**src/rtl/alu_pkg.sv**
```systemverilog
// Shared ALU definitions: operation select encoding and the arithmetic unit's FSM states.
package alu_pkg;

  localparam logic OP_SUB = 1'b0;
  localparam logic OP_ADD = 1'b1;

  typedef enum logic [1:0] {
    ST_IDLE = 2'd0,
    ST_RUN  = 2'd1,
    ST_DONE = 2'd2
  } state_t;

endpackage

```
**src/rtl/digit_adder.sv**
```systemverilog
// Combinational DIGIT-bit ripple adder; also exposes the carry into its top bit
// so the serial unit can derive two's-complement overflow on the last digit.
module digit_adder #(
  parameter int DIGIT = 8
) (
  input  logic [DIGIT-1:0] a,
  input  logic [DIGIT-1:0] b,
  input  logic             cin,
  output logic [DIGIT-1:0] sum,
  output logic             cout,
  output logic             msb_cin
);

  logic [DIGIT:0] c;

  always_comb begin
    sum  = '0;
    c    = '0;
    c[0] = cin;
    for (int i = 0; i < DIGIT; i++) begin
      sum[i]   = a[i] ^ b[i] ^ c[i];
      c[i+1]   = (a[i] & b[i]) | (a[i] & c[i]) | (b[i] & c[i]);
    end
  end

  assign cout    = c[DIGIT];
  assign msb_cin = c[DIGIT-1];

endmodule

```
**src/rtl/digit_serial_addsub.sv**
```systemverilog
// Digit-serial add/subtract unit: processes DIGIT bits per clock over WIDTH/DIGIT cycles,
// LSB digit first, then registers the result and carry/overflow/zero flags together.
module digit_serial_addsub
  import alu_pkg::*;
#(
  parameter int WIDTH = 32,
  parameter int DIGIT = 8
) (
  input  logic             clk,
  input  logic             rst,
  input  logic             start,
  input  logic             op,
  input  logic [WIDTH-1:0] r2,
  input  logic [WIDTH-1:0] r3,
  output logic [WIDTH-1:0] r1,
  output logic             busy,
  output logic             done,
  output logic             carry,
  output logic             overflow,
  output logic             zero
);

  localparam int NDIG  = WIDTH / DIGIT;
  localparam int CNT_W = (NDIG > 1) ? $clog2(NDIG) : 1;
  localparam logic [CNT_W-1:0] LAST_DIG = CNT_W'(NDIG - 1);

  generate
    if (DIGIT < 1 || (WIDTH % DIGIT) != 0) begin : g_bad_digit
      $error("digit_serial_addsub: DIGIT must divide WIDTH exactly");
    end
  endgenerate

  state_t             state_q, state_d;
  logic [WIDTH-1:0]   a_q, b_q, res_q;
  logic               cy_q;
  logic [CNT_W-1:0]   cnt_q;

  logic [DIGIT-1:0]   dig_sum;
  logic               dig_cout, dig_msb_cin;
  logic [WIDTH-1:0]   res_next;
  logic               accept, last_dig;

  digit_adder #(.DIGIT(DIGIT)) u_digit_adder (
    .a       (a_q[DIGIT-1:0]),
    .b       (b_q[DIGIT-1:0]),
    .cin     (cy_q),
    .sum     (dig_sum),
    .cout    (dig_cout),
    .msb_cin (dig_msb_cin)
  );

  assign accept   = start && (state_q == ST_IDLE || state_q == ST_DONE);
  assign last_dig = (state_q == ST_RUN) && (cnt_q == LAST_DIG);
  // Shifts are written so DIGIT == WIDTH degenerates cleanly to res_next = dig_sum.
  assign res_next = (WIDTH'(dig_sum) << (WIDTH - DIGIT)) | (res_q >> DIGIT);

  assign busy = (state_q == ST_RUN);
  assign done = (state_q == ST_DONE);

  always_ff @(posedge clk) begin
    if (rst) state_q <= ST_IDLE;
    else     state_q <= state_d;
  end

  always_comb begin
    state_d = state_q;
    case (state_q)
      ST_IDLE: if (start) state_d = ST_RUN;
      ST_RUN:  if (cnt_q == LAST_DIG) state_d = ST_DONE;
      ST_DONE: state_d = start ? ST_RUN : ST_IDLE;
      default: state_d = ST_IDLE;
    endcase
  end

  // Digit datapath: subtract is a + ~b + 1, the +1 entering as the initial carry.
  always_ff @(posedge clk) begin
    if (rst) begin
      a_q      <= '0;
      b_q      <= '0;
      res_q    <= '0;
      cy_q     <= 1'b0;
      cnt_q    <= '0;
      r1       <= '0;
      carry    <= 1'b0;
      overflow <= 1'b0;
      zero     <= 1'b0;
    end else if (accept) begin
      a_q   <= r2;
      b_q   <= (op == OP_ADD) ? r3 : ~r3;
      cy_q  <= ~op;
      cnt_q <= '0;
    end else if (state_q == ST_RUN) begin
      a_q   <= a_q >> DIGIT;
      b_q   <= b_q >> DIGIT;
      res_q <= res_next;
      cy_q  <= dig_cout;
      cnt_q <= cnt_q + CNT_W'(1);
      if (last_dig) begin
        r1       <= res_next;
        carry    <= dig_cout;
        overflow <= dig_msb_cin ^ dig_cout;
        zero     <= (res_next == '0);
      end
    end
  end

endmodule
```
**config.mk**
```make
export PLATFORM = sky130hd
export DESIGN_NAME = digit_serial_addsub
export DESIGN_NICKNAME = d
export VERILOG_FILES = /design/src/rtl/alu_pkg.sv /design/src/rtl/digit_adder.sv /design/src/rtl/digit_serial_addsub.sv
export SDC_FILE = /design/constraint.sdc
export NUM_CORES = 1
export LEC_CHECK = 0
export ABC_AREA = 1
export ABC_CLOCK_PERIOD_IN_PS = 11600
export CORE_MARGIN = 8
export CORE_UTILIZATION = 25
export DETAILED_ROUTE_END_ITERATION = 12
export SLEW_MARGIN = 5
export SYNTH_ARGS = -nofsm -noshare
export SYNTH_HDL_FRONTEND = slang
export SYNTH_SLANG_ARGS = --single-unit
```
**constraint.sdc**
```tcl
create_clock -name clk -period 11.6 [get_ports clk]
set_input_delay 2.32 -clock clk [delete_from_list [all_inputs] [get_ports clk]]
set_output_delay 2.32 -clock clk [all_outputs]
set_load 0.02 [all_outputs]
```
* Word-level counts from Yosys, hierarchy flattened
Index checks and enable logic that the tools add are counted.
** Storage, ports and cells
- Bits in registers :: 136
- Output and inout port bits :: 37
- Logic and storage cells :: 98
** Cells by class
- Mux-type cells :: 11
- $add $sub $neg :: 1
- Bitwise logic cells :: 61
- Eq/ne operators :: 5
- Reduce and logical (&&, ||, !) cells :: 10
** Operators by type and width (count)
- two-way mux 32 bit :: 5
- logical NOT 32 bit :: 1
- NOT 32 bit :: 1
- bitwise OR 32 x 24 -> 32 bit :: 1
- AND 1 bit :: 24
- bitwise XOR 1 bit :: 17
- bitwise OR 1 bit :: 16
- case mux 2 bit (3 select lines) :: 1
- == test 2 bit, second input constant :: 2
- two-way mux 2 bit :: 2
- AND reduction 2 bit :: 2
- two-way mux 1 bit :: 3
- AND reduction 3 bit :: 1
- adder 2 x 1 -> 2 bit, second input constant :: 1
- == test 2 x 1 -> 1 bit, second input constant :: 1
- logical AND 1 bit :: 2
- logical NOT 2 bit :: 1
- != test 2 x 1 -> 1 bit, second input constant :: 1
- != test 2 bit, second input constant :: 1
- NOT 1 bit :: 2
- nonzero test 2 bit :: 1
- OR reduction 2 bit :: 1
- logical OR 1 bit :: 1

* Depth between registers and ports, before layout
- Word-level depth :: 26
- Gate-level depth with buffers :: 17
- Depth with buffers taken out :: 17

* Hierarchy
Synthesis repeated with hierarchy kept, for this count alone.
** Second synthesis, totals
- Cells, all modules :: 719
- Area total of the unflattened synthesis :: 5442.7 um^2
** By module, submodules not included
- digit_serial_addsub :: cells an instance 701, area each 5245.0 um^2, seq. area each 2562.5 um^2, instances 1
- digit_adder :: cells an instance 18, area each 197.7 um^2, seq. area each 0.0 um^2, instances 1

* Worst setup path before layout
OpenSTA, ideal clock, no wires.
- Path kind :: register to register
- From :: reg a_q[0]
- To :: reg zero
- Path slack :: 7791 ps
- Clock period less this slack :: 3809 ps
- Path buffers :: 0
- Arrival time :: 3682 ps
- Stages on the path, launching flop included :: 18
- Path through :: dfxtp_1 -> inv_1 -> fa_1 -> inv_1 -> fa_1 -> fa_1 -> fa_1 -> fa_1 -> fa_1 -> fa_1 -> inv_1 -> fa_1 -> nand3_1 -> nor2_1 -> nand3_1 -> nor2_1 -> nor2_1 -> nor2_1
** Between the ends
- Longest elaborated chain between the ends :: 24
- Elaborated cells between the ends (all ways) :: 39
- Those cells by class :: bitwise: 38; reduce/logical: 1
** RTL lines
- start, declared :: RTL line digit_serial_addsub.sv:34 : logic [WIDTH-1:0] a_q, b_q, res_q;
- start signal, assigned :: RTL line digit_serial_addsub.sv:88 : a_q <= r2;
- start signal, assigned :: RTL line digit_serial_addsub.sv:93 : a_q <= a_q >> DIGIT;
- AND 1 bit :: RTL line digit_adder.sv:22 : c[i+1] = (a[i] & b[i]) | (a[i] & c[i]) | (b[i] & c[i]);
- bitwise OR 1 bit (2 in a row) :: RTL line digit_adder.sv:22
- AND 1 bit :: RTL line digit_adder.sv:22
- bitwise OR 1 bit (2 in a row) :: RTL line digit_adder.sv:22
- AND 1 bit :: RTL line digit_adder.sv:22
- bitwise OR 1 bit (2 in a row) :: RTL line digit_adder.sv:22
- AND 1 bit :: RTL line digit_adder.sv:22
- bitwise OR 1 bit (2 in a row) :: RTL line digit_adder.sv:22
- AND 1 bit :: RTL line digit_adder.sv:22
- bitwise OR 1 bit (2 in a row) :: RTL line digit_adder.sv:22
- AND 1 bit :: RTL line digit_adder.sv:22
- bitwise OR 1 bit (2 in a row) :: RTL line digit_adder.sv:22
- AND 1 bit :: RTL line digit_adder.sv:22
- bitwise OR 1 bit (2 in a row) :: RTL line digit_adder.sv:22
- bitwise XOR 1 bit :: RTL line digit_adder.sv:21 : sum[i] = a[i] ^ b[i] ^ c[i];
- bitwise OR 32 x 24 -> 32 bit (*) :: RTL line digit_serial_addsub.sv:55 : assign res_next = (WIDTH'(dig_sum) << (WIDTH - DIGIT)) | (res_q >> DIGIT);
- logical NOT 32 bit (*) :: RTL line digit_serial_addsub.sv:102 : zero <= (res_next == '0);
- end signal, assigned :: RTL line digit_serial_addsub.sv:102
- end, declared :: RTL line digit_serial_addsub.sv:20 : output logic zero
Mark *: on every way between the ends. The rest lies on a longest branch, timed or not.
A chain may end at the register's enable or synchronous reset.

* Worst setup path in the final report
- From :: reg state_q[1]
- To :: out busy
** Between the ends
- Longest elaborated chain between the ends :: 1
** RTL lines
- start, declared :: RTL line digit_serial_addsub.sv:33 : state_t state_q, state_d;
- start signal, assigned :: RTL line digit_serial_addsub.sv:62 : else state_q <= state_d;
- == test 2 x 1 -> 1 bit :: RTL line digit_serial_addsub.sv:57 : assign busy = (state_q == ST_RUN);
- end, declared :: RTL line digit_serial_addsub.sv:16 : output logic busy,
Every way passes these cells.

==> key figures <==
Status
  • Status: finished clean

Critical path
  • R2R cell count: 17
  • Startpoint Class: register
  • Slack of the worst reg-to-reg path: 7.46 ns
  • R2R Path End: zero
  • Delay-heaviest family, CP: buffers and inverters
  • CP bufs+invs: 4
  • CP max-delay cell: clkdlybuf4s50_1
  • Max FO, Critical Path: 55
  • Critical path class: register to output port
  • Crit path cell chain: inv_1 > nand2_2 > buf_4 > clkinv_1 > clkdlybuf4s50_1
  • Reg-to-Reg Start: b_q[0]
  • Critical Path End Type: output port
  • Slowest stage delay, CP: 0.58 ns
  • WP depth: 5
  • Arrival @ worst endpoint: 2.45 ns
  • Worst Path Required: 9.28 ns

Synth
  • Mean Syn Cell Area: 7.68 um2
  • Cell count after synthesis: 707
  • Yosys top cell area share: 47.2%
  • Synth unique cells: 24
  • Largest family of logic cells by synthesized area: simple AND/OR/NAND/NOR gates
  • Mux share of post-synthesis cell area: 0%
  • Xor and xnor area share after synthesis: 4.03%
  • Adder-Cell Fraction of Synth Area: 3.18%
  • Async SR Flop Fraction: 0%
  • Synth Area in Simple Gates: 18.6%
  • Synth Area in Compound Gates: 17.8%
  • Synth Flop Type: dfxtp_1
  • Cell area after synthesis: 5430 um2
  • Synth area leaders: dfxtp_1 47%, nand2_1 11%, a21oi_1 6.2%, o21ai_0 5.9%, inv_1 4.8%
  • #FFs+latches synth: 128
  • Ys Warns: 0
  • Synthesized Nets: 784
  • Seq/Total Area, Yosys: 47.2%
  • Yosys top cell by area: dfxtp_1
  • EDFF count, synth: 0

STA
  • Final setup fails: 0
  • Final period util: 41.1%
  • Max-slew violations: 0
  • Setup TNS Final: 0 ns
  • Hold Fails Final Rpt: 0
  • Clk_skew: 0.00834 ns
  • Worst-Margin Slew: 1.14 ns
  • Post-layout min period: 4.77 ns
  • Slew headroom: 23.9%
  • Fmax: 210 MHz
  • Unrepaired setup endpoints after global routing: no
  • Hold WS: 0.464 ns

Floorplan
  • Die Area: 26700 um2
  • Chip height: 163 um
  • Initial core utilization: 25.2%
  • Core ar.: 21600 um2
  • Row count: 54
  • I/O pin count: 105
  • Die X-Extent: 163 um

Global route
  • Initial antenna violation count: 0
  • GR Overflow Total: 0
  • Largest net degree at the start of global routing: 74
  • Global-route wire length before repair: 24.8 mm
  • Vias in the first global route: 4796
  • Gr usage total: 11.7%

Power
  • Reg power frac: 40.7%
  • Clock power frac: 47.2%
  • P per Cell Area: 164 nW/um2
  • Logic pwr share: 12.1%
  • Total Power: 1190 uW
  • Net Switching: 289 uW
  • Switching Share: 24.3%
  • Peak supply drop: 0.0000889 V
  • Leakage power: 0.00282 uW
  • Cell internal pwr: 898 uW

Worst hold path
  • Hold endpoint: b_q[25]
  • Hold path startpoint: b_q[25]
  • Hold path depth: 2
  • HP Class: register to register

Cells and area
  • Share of layout cells above drive strength 1: 5.24%
  • ANT cells: 0
  • Finished Cell Area: 7250 um2
  • Nets: 866
  • Final Util: 33.6%
  • P&R area growth vs syn: 33.5%

Flow run
  • Max-Cap Viols: 0

Placement
  • Post-DP Area: 6630 um2
  • PortBufs: 104
  • Global placement routability congestion: 0.764
  • Placed wire-length estimate: 10.7 mm

Clocking
  • Num CTS Buffers: 17
  • TritonCTS clock tree: yes
  • Setup bufs post-CTS: 0
  • Clock H-tree levels: 4
  • Clock transition at path regs: 0.05 ns
  • Clk sinks: 128
  • Clock buffer depth: 2
  • Clk Latency, worst-skew pair: 0.41 ns
  • Post-CTS Resized: 0
  • Hold buffers post-CTS: 0
  • Root buffer cell: clkbuf_16

Detailed routing
  • Via total after detailed routing: 4772
  • Via density: 4.41
  • Final ANT Viol Nets: 0
  • Drt total wl: 15.4 mm
  • Drt initial violations: 358
  • Pre-antenna DRT Iters: 5
  • Remaining DRCs: 0
  • Routed length per instance: 14.2 um
==> kinds of logic (layout without fill, tap and decap cells) <==
kind of cell               after synthesis  in the layout
and+or+nand+nor                        255            255
AOI/OAI and AO/OA                      171            171
DFF                                    128            128
buffers and inverters                  119            214
xor gates and xnor gates                25             25
adders and majority gates                9              9
==> placed cells by master, fill, tap and decap left out, drive strengths merged <==
cell type / instances
clkbuf: 22
buf: 5
fa: 8
a31oi: 3
o221ai: 10
a21oi: 67
o21ai: 64
clkdlybuf4s50: 103
nor2: 62
bufinv: 4
nand3: 18
a211oi: 13
nand2: 159
xnor2: 24
nor3: 16
ha: 1
clkinvlp: 2
clkinv: 5
xor2: 1
dfxtp: 128
o211ai: 14
inv: 73
==> power by group through the flow <==
stage	sequential (uW)	clock (uW)	combinational, uW
detailed placement	492	0	143
global placement	492	0	141
global route	486	587	164
floorplan	488	0	97.0
CTS	483	566	145
finish	483	560	144
==> layout make-up <==
cell class / instances / area [um2]
Multi-Input combinational cell: 460 / 2370
Sequential cell: 128 / 2560
Clock inverter: 10 / 159
Timing Repair Buffer: 108 / 1070
Fill cell: 2283 / 14300
Clock buffer: 22 / 464
Inverter: 74 / 278
Tap cell: 280 / 350
==> tightest hold or removal path, delay by kind of cell (launching register included) <==
family,cells,cell delay (ns)
and+or+nand+nor,1,0.06
AOI/OAI and AO/OA,1,0.05
DFF,1,0.30
==> layer usage <==
layer	track usage (%)	part of all wire, %
met1	15.2	47
met5	0	0
met2	19.1	48
met4	4.00	0.85
met3	2.29	5.0
==> how the worst max path moves through the flow <==
stage,from,end,slack [ns]
finish,state_q[1],busy,6.83
CTS,state_q[1],busy,6.81
detailed placement,start,b_q[4],6.85
global route,state_q[1],busy,6.61
global placement,start,b_q[6],6.93
floorplan,a_q[0],zero,7.79
==> sequential cells by signal (all words and copies together) (netlist names) <==
| name | count |
|---|---|
| a_q | 32 |
| cnt_q | 2 |
| cy_q | 1 |
| state_q | 2 |
| r1 | 32 |
| b_q | 32 |
| carry | 1 |
| overflow | 1 |
| zero | 1 |
| res_q | 24 |
==> Yosys cell counts, types with 8 or more instances <==
cell / instances
a211oi_1: 13
a21oi_1: 67
buf_2: 18
clkbuf_1: 20
dfxtp_1: 128
fa_1: 8
inv_1: 69
nand2_1: 156
nand3_1: 17
nor2_1: 62
nor3_1: 16
o211ai_1: 14
o21ai_0: 64
o221ai_1: 10
xnor2_1: 24
==> stage by stage <==
step	instances	setup WS (ns)
finish	1082	6.83
global route	1082	6.61
global placement	1050	6.93
detailed placement	1050	6.85
CTS	1082	6.81
floorplan	707	7.79
(Power assumes the default switching activity.)
==> RTL edit 1: new RTL, config.mk and constraints unchanged <==
Reset style: asynchronous (`rst`), changed in 2 clocked blocks.
--- a/src/rtl/digit_serial_addsub.sv
+++ b/src/rtl/digit_serial_addsub.sv
@@ -58,5 +58,5 @@
   assign done = (state_q == ST_DONE);
 
-  always_ff @(posedge clk) begin
+  always_ff @(posedge clk or posedge rst) begin
     if (rst) state_q <= ST_IDLE;
     else     state_q <= state_d;
@@ -74,5 +74,5 @@
 
   // Digit datapath: subtract is a + ~b + 1, the +1 entering as the initial carry.
-  always_ff @(posedge clk) begin
+  always_ff @(posedge clk or posedge rst) begin
     if (rst) begin
       a_q      <= '0;
Check against the original RTL: differs if rst is asserted again (counterexample within 4 cycles, from zero or initial values and one cycle with rst high); with rst held inactive, the same outputs for 4 cycles.
==> RTL edit 1 against the unedited design <==
Via count decreased by 6.8%. Sequential cell count unchanged. Synthesized area increased by 5.7%. First-iteration DRC count decreased by 10%. Cell count decreased by 6.6%. Sequential share of layout area increased by 6.7 points. Routed wire length decreased by 3.9%. Design area increased by 5.0%. Synthesized cell count decreased by 12%. Setup slack improved by 0.44 ns. Register-to-register slack got worse by 0.04 ns. Largest cell class unchanged.
Power is not compared: it rests on default switching activity, and its combinational part moved more than twofold at a synthesized area within 25%.
==> RTL edit 1: results <==
[outcome]
status = complete, no violations

[placement]
placement.cell_area_sq_um = 6960
gpl.final_weighted_congestion = 0.733
placedCellCount = 979
place.detailed.hpwl_mm = 10.2

[global_route]
via_count_of_the_first_global_routing_pass = 4542
first_pass_grt_wire_length_mm = 24.4
grt.total_usage_pct = 10.9
grt_max_degree = 77

[worst_hold_path]
whs_endpoint = r1[4]
hold_class = flop to flop
timing.hold.worst.start = r1[4]

[setup_path]
cpMaxStageDelayCell = sky130_fd_sc_hd__clkdlybuf4s50_1
slack_of_the_worst_reg_to_reg_path_ns = 7.42
critical_path.reg2reg.endpoint = zero
critical_path.max_stage_delay_ns = 0.73
critical_path.max_fanout = 34
cp-startpoint = state_q[1]
number_of_cells_on_the_worst_reg_to_reg_path = 15
rr_startpoint = a_q[0]

[routing]
route.vias.total = 4446
dr.first_iter.drc_count = 321
routed_wire_length_per_instance_um = 14.6
routed_via_density = 4.40
number_of_iterations_in_the_first_detailed_routing_pass = 4

[logic_synthesis]
seq_area_frac_synth_pct = 55.8
synth_cell_types = 29
synth_fa_ha_area_share_pct = 3.01
synthCells = 625
async_reset_ff_share_pct = 100
synth.net_count = 702
synth_compound_area_share_pct = 16.6
netlist_top_cells_count = sky130_fd_sc_hd__dfrtp_1, sky130_fd_sc_hd__nand2_1, sky130_fd_sc_hd__o21ai_0
synth_xor_area_share_pct = 4.73

[sta]
slew-limit-headroom_pct = 31.1
hold_slack_ns = 0.479
finClkSkew_ns = 0.0126

[pwr]
leakagePower_nw = 3.36

[layout]
drive_gt1_share_pct = 6.06
fin_nets = 790
RTL edit 1: worst max path at each step:
stage / end / slack, ns
5_1_grt: busy / 7.17
2_1_floorplan: a_q[0] / 5.87
4_1_cts: busy / 7.26
3_3_place_gp: a_q[6] / 7.07
3_5_place_dp: a_q[4] / 7.01
6_report: busy / 7.27
RTL edit 1: final cells by class:
cell class,count,area [sq um]
clock inverter,11,176
inverter,74,283
clock buffer,21,480
sequential,128,3200
fill,2360,15000
multi-input combinational,386,2060
timing repair buffer,106,1050
tap,285,357
RTL edit 1: cell families after synthesis:
kind of cell	after synthesis
XOR/XNOR	31
AO/OA/AOI/OAI	179
adder cells (fa/ha/maj)	9
AND/OR/NAND/NOR	167
flip-flops	128
buffers and inverters	111
RTL edit 1: routing by layer:
metal	track usage [%]	vias to the layer above	part of all wire, %
li1	-	2185	-
met1	14.6	2125	48
met2	16.7	123	46
met3	3.24	13	5.4
met4	2.87	0	1.1
met5	0	-	0
RTL edit 1: power groups by stage:
stage,sequential (mW),clock [mW],combinational [mW]
6_report,0.772,0.583,0.929
5_1_grt,0.801,0.612,1.06
4_1_cts,0.775,0.594,0.945
3_5_place_dp,0.781,0,0.937
3_3_place_gp,0.775,0,0.916
2_1_floorplan,0.816,0,0.578
RTL edit 1: per-stage QoR:
| step | util (%) | setup WS, ns | power [mW] |
|---|---|---|---|
| 3_5_place_dp | 30.8 | 7.01 | 1.72 |
| 2_1_floorplan | - | 5.87 | 1.39 |
| 5_1_grt | 33.7 | 7.17 | 2.47 |
| 6_report | 33.7 | 7.27 | 2.29 |
| 3_3_place_gp | 30.8 | 7.07 | 1.69 |
| 4_1_cts | 33.7 | 7.26 | 2.31 |
RTL edit 1: tightest hold or removal path: cells and delay by family, from the launching register on:
family | cells | cell delay [ns]
DFF | 1 | 0.34
and+or+nand+nor | 2 | 0.11
==> RTL edit 2: new RTL, config.mk and constraints unchanged <==
Without the edit above. `DIGIT` is set to 8 in 2 places; all go to 16.
--- a/src/rtl/digit_adder.sv
+++ b/src/rtl/digit_adder.sv
@@ -2,5 +2,5 @@
 // so the serial unit can derive two's-complement overflow on the last digit.
 module digit_adder #(
-  parameter int DIGIT = 8
+  parameter int DIGIT = 16
 ) (
   input  logic [DIGIT-1:0] a,
--- a/src/rtl/digit_serial_addsub.sv
+++ b/src/rtl/digit_serial_addsub.sv
@@ -5,5 +5,5 @@
 #(
   parameter int WIDTH = 32,
-  parameter int DIGIT = 8
+  parameter int DIGIT = 16
 ) (
   input  logic             clk,
Formal check against the unedited RTL: not equivalent (a bounded check fails within 4 cycles, from zero or initial values and one cycle with rst high).
==> RTL edit 2 against the unedited design <==
Power is 5.2% lower. Design area is 4.7% lower. Synthesized area is 5.6% lower. First-iteration DRC count is 20% lower. Clock power is 6.8% lower. Non-clock buffer count is 1 lower. Routed wire length is 1.8% lower. Via count is 6.6% lower. Clock skew is 0.0039 ns higher. Setup slack worse by 2.4 ns. Sequential cell count is 9 lower. Critical endpoint is now zero. Largest power group unchanged. Highest routed layer unchanged.
==> RTL edit 2: results <==
[global_route]
first_pass_grt_wire_length_mm = 23.5
routing_usage_on_met2_pct = 18.3
grt_util_met3_pct = 3.90
grt.total_usage_pct = 11.7

[sta]
finClkSkew_ns = 0.0123

[logic_synthesis]
synth_fa_ha_area_share_pct = 6.25
netlist_top_cells_count = sky130_fd_sc_hd__nand2_1, sky130_fd_sc_hd__dfxtp_1, sky130_fd_sc_hd__a21oi_1
synth_xor_area_share_pct = 2.91
synth_compound_area_share_pct = 16.3

[layout]
final-instance-count-excl-fill = 1026
sh_seq_area_pct = 34.5
fin_nets = 827
drive_gt1_share_pct = 7.01
fillCellCount = 2138
multi_input_comb_area_sq_um = 2340

[outcome]
status = complete, no violations

[placement]
placedCellCount = 994
gpl.final_weighted_congestion = 0.839
placement.cell_area_sq_um = 6310

[setup_path]
number_of_cells_on_the_worst_reg_to_reg_path = 25
slack_of_the_worst_reg_to_reg_path_ns = 4.48
worst_ep_arrival_time_ns = 7.43

[routing]
wl_met1_mm = 7.08
wl_met3_um = 880

[worst_hold_path]
timing.hold.worst.start = a_q[22]

[pwr]
leakagePower_nw = 2.66
RTL edit 2: cell count changes in the layout (fill, tap and decap cells not counted), moves of 13 or more:
| cell | change |
|---|---|
| sky130_fd_sc_hd__nand2_1 | +39 |
| sky130_fd_sc_hd__nor2_1 | -34 |
| sky130_fd_sc_hd__inv_1 | -25 |
| sky130_fd_sc_hd__o21ai_0 | -19 |
| sky130_fd_sc_hd__nand3_1 | +17 |
| sky130_fd_sc_hd__nor3_1 | -16 |
| sky130_fd_sc_hd__o211ai_1 | -14 |
| sky130_fd_sc_hd__a21oi_1 | +13 |
| sky130_fd_sc_hd__a31oi_1 | +13 |
RTL edit 2: power groups by stage:
stage                     clock network, mW  logic (mW)  registers, mW
after global routing                  0.555       0.168          0.455
after global placement                    0       0.150          0.460
after CTS                             0.534       0.152          0.452
after floorplan                           0      0.0967          0.456
final                                 0.522       0.151          0.452
after detailed placement                  0       0.151          0.461
